[config.mk]
export PLATFORM = sky130hd
export DESIGN_NAME = ps2_key_event_ctrl
export DESIGN_NICKNAME = d
export VERILOG_FILES = /design/src/rtl/ps2_pkg.sv /design/src/rtl/ps2_frame_rx.sv /design/src/rtl/ps2_key_event_ctrl.sv
export SDC_FILE = /design/constraint.sdc
export NUM_CORES = 1
export LEC_CHECK = 0
export BUFFER_PORTS_ARGS = -buffer_cell sky130_fd_sc_hd__clkbuf_2
export CORE_AREA = 2 2 89 99
export CTS_CLUSTER_SIZE = 8
export DETAILED_ROUTE_END_ITERATION = 12
export DIE_AREA = 0 0 91 101
export GPL_TIMING_DRIVEN = 0
export PLACE_DENSITY = 0.76
export SLEW_MARGIN = 10
export SYNTH_ARGS = -nofsm -noshare
export SYNTH_HDL_FRONTEND = slang
export SYNTH_SLANG_ARGS = --single-unit
[constraint.sdc]
create_clock -name clk -period 2.3 [get_ports clk]
set_input_delay 0.115 -clock clk [delete_from_list [all_inputs] [get_ports clk]]
set_output_delay 0.115 -clock clk [all_outputs]
set_load 0.03 [all_outputs]
[src/rtl/ps2_pkg.sv]
`default_nettype none
// ============================================================================
// Module   : ps2_pkg
// Brief    : Shared constants, decoder state encoding and event record for
//            the PS/2 key event controller.
// Revision : 1.0 - initial release
// ============================================================================
package ps2_pkg;

    localparam logic [7:0] PS2_EXT_BYTE   = 8'hE0;
    localparam logic [7:0] PS2_BRK_BYTE   = 8'hF0;
    localparam int         EVENT_W        = 10;
    localparam int         PS2_FRAME_BITS = 11;

    localparam logic [1:0] c_st_idle    = 2'd0;
    localparam logic [1:0] c_st_ext     = 2'd1;
    localparam logic [1:0] c_st_brk     = 2'd2;
    localparam logic [1:0] c_st_ext_brk = 2'd3;

    typedef struct packed {
        logic       ext;
        logic       brk;
        logic [7:0] code;
    } ps2_event_t;

endpackage
`default_nettype wire

[src/rtl/ps2_frame_rx.sv]
`default_nettype none
// ============================================================================
// Module   : ps2_frame_rx
// Brief    : PS/2 line synchroniser, glitch filter, 11-bit frame shifter and
//            inter-edge timeout. Parity is enforced only when the macro
//            PS2_PARITY_CHECK_EN is defined.
// Revision : 1.0 - initial release
// ============================================================================
module ps2_frame_rx
    import ps2_pkg::*;
#(
    parameter int FILTER_LEN  = 8,
    parameter int TIMEOUT_CYC = 5000
) (
    input  logic       clk,
    input  logic       reset,
    input  logic       ps2clk,
    input  logic       ps2data,
    output logic       byte_tick,
    output logic [7:0] byte_data,
    output logic       frame_err
);

    localparam int c_filt_w = $clog2(FILTER_LEN + 1);
    localparam int c_to_w   = $clog2(TIMEOUT_CYC + 1);

    logic [1:0] w_raw;
    logic [1:0] w_filt;

    assign w_raw = {ps2data, ps2clk};

    // Bit 0 is ps2clk, bit 1 is ps2data; both lines get identical treatment.
    genvar gi;
    generate
        for (gi = 0; gi < 2; gi++) begin : g_line
            logic                r_s1;
            logic                r_s2;
            logic                r_lvl;
            logic [c_filt_w-1:0] r_cnt;

            always_ff @(posedge clk) begin
                if (reset) begin
                    r_s1  <= 1'b1;
                    r_s2  <= 1'b1;
                    r_lvl <= 1'b1;
                    r_cnt <= '0;
                end else begin
                    r_s1 <= w_raw[gi];
                    r_s2 <= r_s1;
                    if (r_s2 == r_lvl) begin
                        r_cnt <= '0;
                    end else if (r_cnt == c_filt_w'(FILTER_LEN - 1)) begin
                        r_lvl <= r_s2;
                        r_cnt <= '0;
                    end else begin
                        r_cnt <= r_cnt + 1'b1;
                    end
                end
            end

            assign w_filt[gi] = r_lvl;
        end
    endgenerate

    logic              r_clk_prev;
    logic              r_busy;
    logic [3:0]        r_bit_cnt;
    logic [7:0]        r_shift;
    logic              r_par;
    logic [c_to_w-1:0] r_to_cnt;
    logic              r_tick;
    logic [7:0]        r_byte;
    logic              r_err;
    logic              w_fall;
    logic              w_par_ok;

    assign w_fall = r_clk_prev & ~w_filt[0];

`ifdef PS2_PARITY_CHECK_EN
    assign w_par_ok = ^{r_shift, r_par};
`else
    logic w_par_unused;
    assign w_par_unused = r_par;
    assign w_par_ok     = 1'b1;
`endif

    always_ff @(posedge clk) begin
        if (reset) begin
            r_clk_prev <= 1'b1;
            r_busy     <= 1'b0;
            r_bit_cnt  <= '0;
            r_shift    <= '0;
            r_par      <= 1'b0;
            r_to_cnt   <= '0;
            r_tick     <= 1'b0;
            r_byte     <= '0;
            r_err      <= 1'b0;
        end else begin
            r_clk_prev <= w_filt[0];
            r_tick     <= 1'b0;
            r_err      <= 1'b0;
            if (w_fall) begin
                r_to_cnt <= '0;
                if (!r_busy) begin
                    // A high start bit is line noise, not a frame.
                    if (!w_filt[1]) begin
                        r_busy    <= 1'b1;
                        r_bit_cnt <= 4'd1;
                    end
                end else if (r_bit_cnt <= 4'd8) begin
                    r_shift   <= {w_filt[1], r_shift[7:1]};
                    r_bit_cnt <= r_bit_cnt + 4'd1;
                end else if (r_bit_cnt == 4'd9) begin
                    r_par     <= w_filt[1];
                    r_bit_cnt <= 4'd10;
                end else if (r_bit_cnt == 4'(PS2_FRAME_BITS - 1)) begin
                    r_busy    <= 1'b0;
                    r_bit_cnt <= '0;
                    if (w_filt[1] && w_par_ok) begin
                        r_tick <= 1'b1;
                        r_byte <= r_shift;
                    end else begin
                        r_err <= 1'b1;
                    end
                end
            end else if (r_busy) begin
                if (r_to_cnt == c_to_w'(TIMEOUT_CYC - 1)) begin
                    r_busy    <= 1'b0;
                    r_bit_cnt <= '0;
                    r_to_cnt  <= '0;
                    r_err     <= 1'b1;
                end else begin
                    r_to_cnt <= r_to_cnt + 1'b1;
                end
            end
        end
    end

    assign byte_tick = r_tick;
    assign byte_data = r_byte;
    assign frame_err = r_err;

endmodule
`default_nettype wire

[src/rtl/ps2_key_event_ctrl.sv]
`default_nettype none
// ============================================================================
// Module   : ps2_key_event_ctrl
// Brief    : PS/2 scan-code receiver with E0/F0 prefix decoder and show-ahead
//            key event FIFO. Optional parity checking via PS2_PARITY_CHECK_EN.
// Revision : 1.0 - initial release
// ============================================================================
module ps2_key_event_ctrl
    import ps2_pkg::*;
#(
    parameter int FIFO_AW     = 2,
    parameter int FILTER_LEN  = 8,
    parameter int TIMEOUT_CYC = 5000
) (
    input  logic       clk,
    input  logic       reset,
    input  logic       ps2clk,
    input  logic       ps2data,
    output logic       event_valid,
    input  logic       event_ready,
    output logic [7:0] event_code,
    output logic       event_ext,
    output logic       event_break,
    output logic       overflow,
    input  logic       ovf_clr,
    output logic       frame_err
);

    localparam int c_depth = 1 << FIFO_AW;

    logic       w_byte_tick;
    logic [7:0] w_byte;

    ps2_frame_rx #(
        .FILTER_LEN  (FILTER_LEN),
        .TIMEOUT_CYC (TIMEOUT_CYC)
    ) u_rx (
        .clk       (clk),
        .reset     (reset),
        .ps2clk    (ps2clk),
        .ps2data   (ps2data),
        .byte_tick (w_byte_tick),
        .byte_data (w_byte),
        .frame_err (frame_err)
    );

    logic [1:0] r_state;
    logic [1:0] w_state_nxt;
    logic       w_push;
    ps2_event_t w_push_ev;

    always_ff @(posedge clk) begin
        if (reset) begin
            r_state <= c_st_idle;
        end else begin
            r_state <= w_state_nxt;
        end
    end

    always_comb begin
        w_state_nxt = r_state;
        if (w_byte_tick) begin
            if (w_byte == PS2_EXT_BYTE) begin
                if (r_state == c_st_idle) begin
                    w_state_nxt = c_st_ext;
                end
            end else if (w_byte == PS2_BRK_BYTE) begin
                case (r_state)
                    c_st_idle: w_state_nxt = c_st_brk;
                    c_st_ext:  w_state_nxt = c_st_ext_brk;
                    default:   w_state_nxt = r_state;
                endcase
            end else begin
                w_state_nxt = c_st_idle;
            end
        end
    end

    always_comb begin
        w_push         = w_byte_tick && (w_byte != PS2_EXT_BYTE) && (w_byte != PS2_BRK_BYTE);
        w_push_ev.ext  = (r_state == c_st_ext) || (r_state == c_st_ext_brk);
        w_push_ev.brk  = (r_state == c_st_brk) || (r_state == c_st_ext_brk);
        w_push_ev.code = w_byte;
    end

    ps2_event_t         r_mem [c_depth];
    logic [FIFO_AW-1:0] r_wr_ptr;
    logic [FIFO_AW-1:0] r_rd_ptr;
    logic [FIFO_AW:0]   r_count;
    logic               r_overflow;
    logic               w_full;
    logic               w_pop;
    logic               w_wr;
    logic               w_drop;
    ps2_event_t         w_head;

    assign event_valid = (r_count != '0);
    assign w_full      = (r_count == (FIFO_AW + 1)'(c_depth));
    assign w_pop       = event_valid && event_ready;
    // A full FIFO still accepts a push when the head leaves in the same cycle.
    assign w_wr        = w_push && (!w_full || w_pop);
    assign w_drop      = w_push && w_full && !w_pop;

    always_ff @(posedge clk) begin
        if (w_wr) begin
            r_mem[r_wr_ptr] <= w_push_ev;
        end
    end

    always_ff @(posedge clk) begin
        if (reset) begin
            r_wr_ptr   <= '0;
            r_rd_ptr   <= '0;
            r_count    <= '0;
            r_overflow <= 1'b0;
        end else begin
            if (w_wr) begin
                r_wr_ptr <= r_wr_ptr + 1'b1;
            end
            if (w_pop) begin
                r_rd_ptr <= r_rd_ptr + 1'b1;
            end
            case ({w_wr, w_pop})
                2'b10:   r_count <= r_count + 1'b1;
                2'b01:   r_count <= r_count - 1'b1;
                default: r_count <= r_count;
            endcase
            if (w_drop) begin
                r_overflow <= 1'b1;
            end else if (ovf_clr) begin
                r_overflow <= 1'b0;
            end
        end
    end

    // Storage is not reset, so the head is masked until it holds an event.
    assign w_head      = r_mem[r_rd_ptr];
    assign event_code  = event_valid ? w_head.code : 8'h00;
    assign event_ext   = event_valid ? w_head.ext  : 1'b0;
    assign event_break = event_valid ? w_head.brk  : 1'b0;
    assign overflow    = r_overflow;

endmodule
`default_nettype wire

==> impl_metrics.toml <==
[status]
status = "finished, final reports clean"

[routing]
drtAntennaViolNets = 0
finalWirelength_mm = 7.35
via_per_inst = 5.42
route.detailed.drc = 0
vias = 2823
drt_iter0_drc = 101
wire_per_inst_um = 14.1
dr.pass1.iters = 4

[global_route]
grt_max_degree = 20
grt_pass1_wl_mm = 12.3
grt_pass1_vias = 2701
grt.total_usage = 0.168
antenna_found_initial = 0
grt-ovfl-total = 0

[worst_hold_path]
worstHoldStart = "ovf_clr"
hold_path_class = "primary input to flip-flop"
hold_depth = 4
hold_end = "overflow"

[timing]
setup_ws_ns = 0.0916
setup_viol = 0
post-route-min-period_ns = 2.21
finalHoldViolations = 0
tightest_slew_ns = 0.678
slew_violations = 0
rsz0062_at_grt = "yes"
fin_hold_ws_ns = 0.0586
fmax_mhz = 453
relSlewSlack = 0.542
fin_crit_sh = 0.960
fin_skew_ns = 0.0135

[power_and_ir_drop]
power.density_nw_per_um2 = 734
leakage_nw = 1.74
ir_drop_v = 0.000447
total_power_mw = 3.55

[synthesis]
synth_area_leaders = "dfxtp_1 (29%), edfxtp_1 (27%), mux4_2 (5.1%)"
synthTopCellsByCount = "dfxtp_1 (63), nor2_1 (51), edfxtp_1 (40)"
synth_seq_cells = 103
synthFlopType = "dfxtp_1"
synth_top_area_cell = "dfxtp_1"
synth-warning-count = 0
yosysTopAreaCellShare = 0.288
seq_area_frac_synth = 0.563
synth_edf_count = 40
syn_inst = 375
syn_avg_cell_area_sq_um = 11.7
syn-cell-area_sq_um = 4380
async_flop_share = 0
syn-num-nets = 393
synth_most_common_cell = "dfxtp_1"
synthDistinctLibCells = 52

[critical_path]
reg2reg_slack_ns = 0.09
worstPathMaxFanout = 6
r2r-start = "u_rx.byte_data[0]"
critical_path_required_ns = 2.56
end_kind = "flip-flop"
rr_worst_depth = 7
crit_path_start_kind = "flip-flop"
crit_arrival_ns = 2.46
r2r_end = "r_count[2]"
crit_type = "flip-flop to flip-flop"

[clock_network]
cts_buffer_depth = 2
clkLatencyLatePin_ns = 0.36
htree_levels = 3
clock-root-buffer = "clkbuf_8"
numCtsBuffers = 9
post_cts_buffers = 0
cts.sinks = 103
path_clk_slew_ns = 0.10
cts_tree = "built"

[cells_and_area]
areaGrowthSynthToFinish_pct = 10.5
layout-drive-gt1-share = 0.156
regArea_sq_um = 2460
post-route-util = 0.587
design_area_sq_um = 4830
nFillCells = 710
multi_input_area_sq_um = 1830
antenna_cells = 0
nets = 423

[floorplanning]
core_sq_um = 8230
fp.dieH_um = 101
io_pins = 19
die_area_sq_um = 9190
die_w_um = 91
initial_utilization = 0.531
core.rowCount = 35

[placement]
place_area_sq_um = 4600
port_buffers = 18
hpwl_mm = 5.17
gp_congestion = 0.855
pre_cts_ws_ns = -0.109

[run]
drv_cap = 0
## registers in the layout, summed over array words and instances, names as in the netlist, named ones only
register,flops
r_state,2
u_rx.byte_tick,1
u_rx.g_line.r_s2,2
r_count,3
u_rx.r_shift,8
r_rd_ptr,2
r_mem,40
u_rx.g_line.r_cnt,8
r_wr_ptr,2
u_rx.byte_data,8
u_rx.g_line.r_lvl,2
u_rx.r_bit_cnt,4
u_rx.r_to_cnt,13
u_rx.frame_err,1
u_rx.r_busy,1
u_rx.g_line.r_s1,2
u_rx.r_clk_prev,1
overflow,1
## worst max-delay path by stage
stage	slack (ns)	to	from	cells after the start
6_report	0.09	r_count[2]	u_rx.byte_data[0]	7
5_1_grt	-0.02	r_count[2]	u_rx.byte_data[0]	7
4_1_cts	0.03	r_count[2]	u_rx.byte_data[0]	7
3_5_place_dp	-0.11	r_count[2]	u_rx.byte_data[0]	7
3_3_place_gp	-0.04	r_count[2]	u_rx.byte_data[0]	7
2_1_floorplan	0.15	r_count[2]	u_rx.byte_data[0]	7
## kinds of logic after synthesis
kind of cell,Yosys count,share of synthesized area
muxes,32,0.103
AOI/OAI and AO/OA,41,0.0701
and+or+nand+nor,144,0.174
adders and majority gates,12,0.0360
xor gates and xnor gates,15,0.0300
buffers and inverters,28,0.0246
DFF,103,0.563
## final cells by class
cell class / count / area share
multi-input combinational: 244 / 0.379
sequential: 103 / 0.510
buffer: 17 / 0.0137
tap: 111 / 0.0287
timing repair buffer: 20 / 0.0228
clock buffer: 9 / 0.0256
clock inverter: 7 / 0.0129
inverter: 10 / 0.00776
## timing repair
item / in CTS / in global routing
hold endpoints to repair: 2 / 0
setup endpoints to repair: 14 / 11
hold buffers: 2 / 0
resized for setup: 2 / 4
## power breakdown
part | switching (mW) | leakage (nW) | internal, mW
Combinational | 0.300 | 0.769 | 0.215
Clock | 0.645 | 0.0946 | 0.419
Sequential | 0.0597 | 0.880 | 1.91
## metrics by stage
| step | cells | TNS (ns) |
|---|---|---|
| 6_report | 521 | 0 |
| 5_1_grt | 521 | -0.0198 |
| 4_1_cts | 521 | 0 |
| 3_5_place_dp | 504 | -0.109 |
| 3_3_place_gp | 504 | -0.0431 |
| 2_1_floorplan | 375 | 0 |
## worst max-delay path, stage by stage (launching register included)
cell and delay (ns):
dfxtp_1 0.43, and4b_1 0.28, a21oi_4 0.23, nor2_1 0.08, fa_1 0.38, or2_2 0.30, a2bb2oi_1 0.13, mux2_2 0.29
## per-layer routing
metal  share of wire  vias to the layer above  GRT usage
met2            0.50                       43      0.299
li1                -                     1410          -
met4           0.013                        0     0.0524
met5               0                        -          0
met1            0.45                     1360      0.200
met3           0.032                       10     0.0449
## layout by cell type (no fill, tap or decap), drive strengths merged, types with 9 or more instances in the layout
| cell | Yosys | final |
|---|---|---|
| dfxtp | 63 | 63 |
| nor2 | 51 | 51 |
| edfxtp | 40 | 40 |
| clkbuf | 14 | 40 |
| mux2i | 18 | 18 |
| and2 | 15 | 15 |
| inv | 10 | 15 |
| ha | 11 | 11 |
| nor3 | 11 | 11 |
| mux4 | 10 | 10 |
| a21oi | 10 | 10 |
| nand3 | 9 | 9 |
Power figures use the tool's default switching activity.
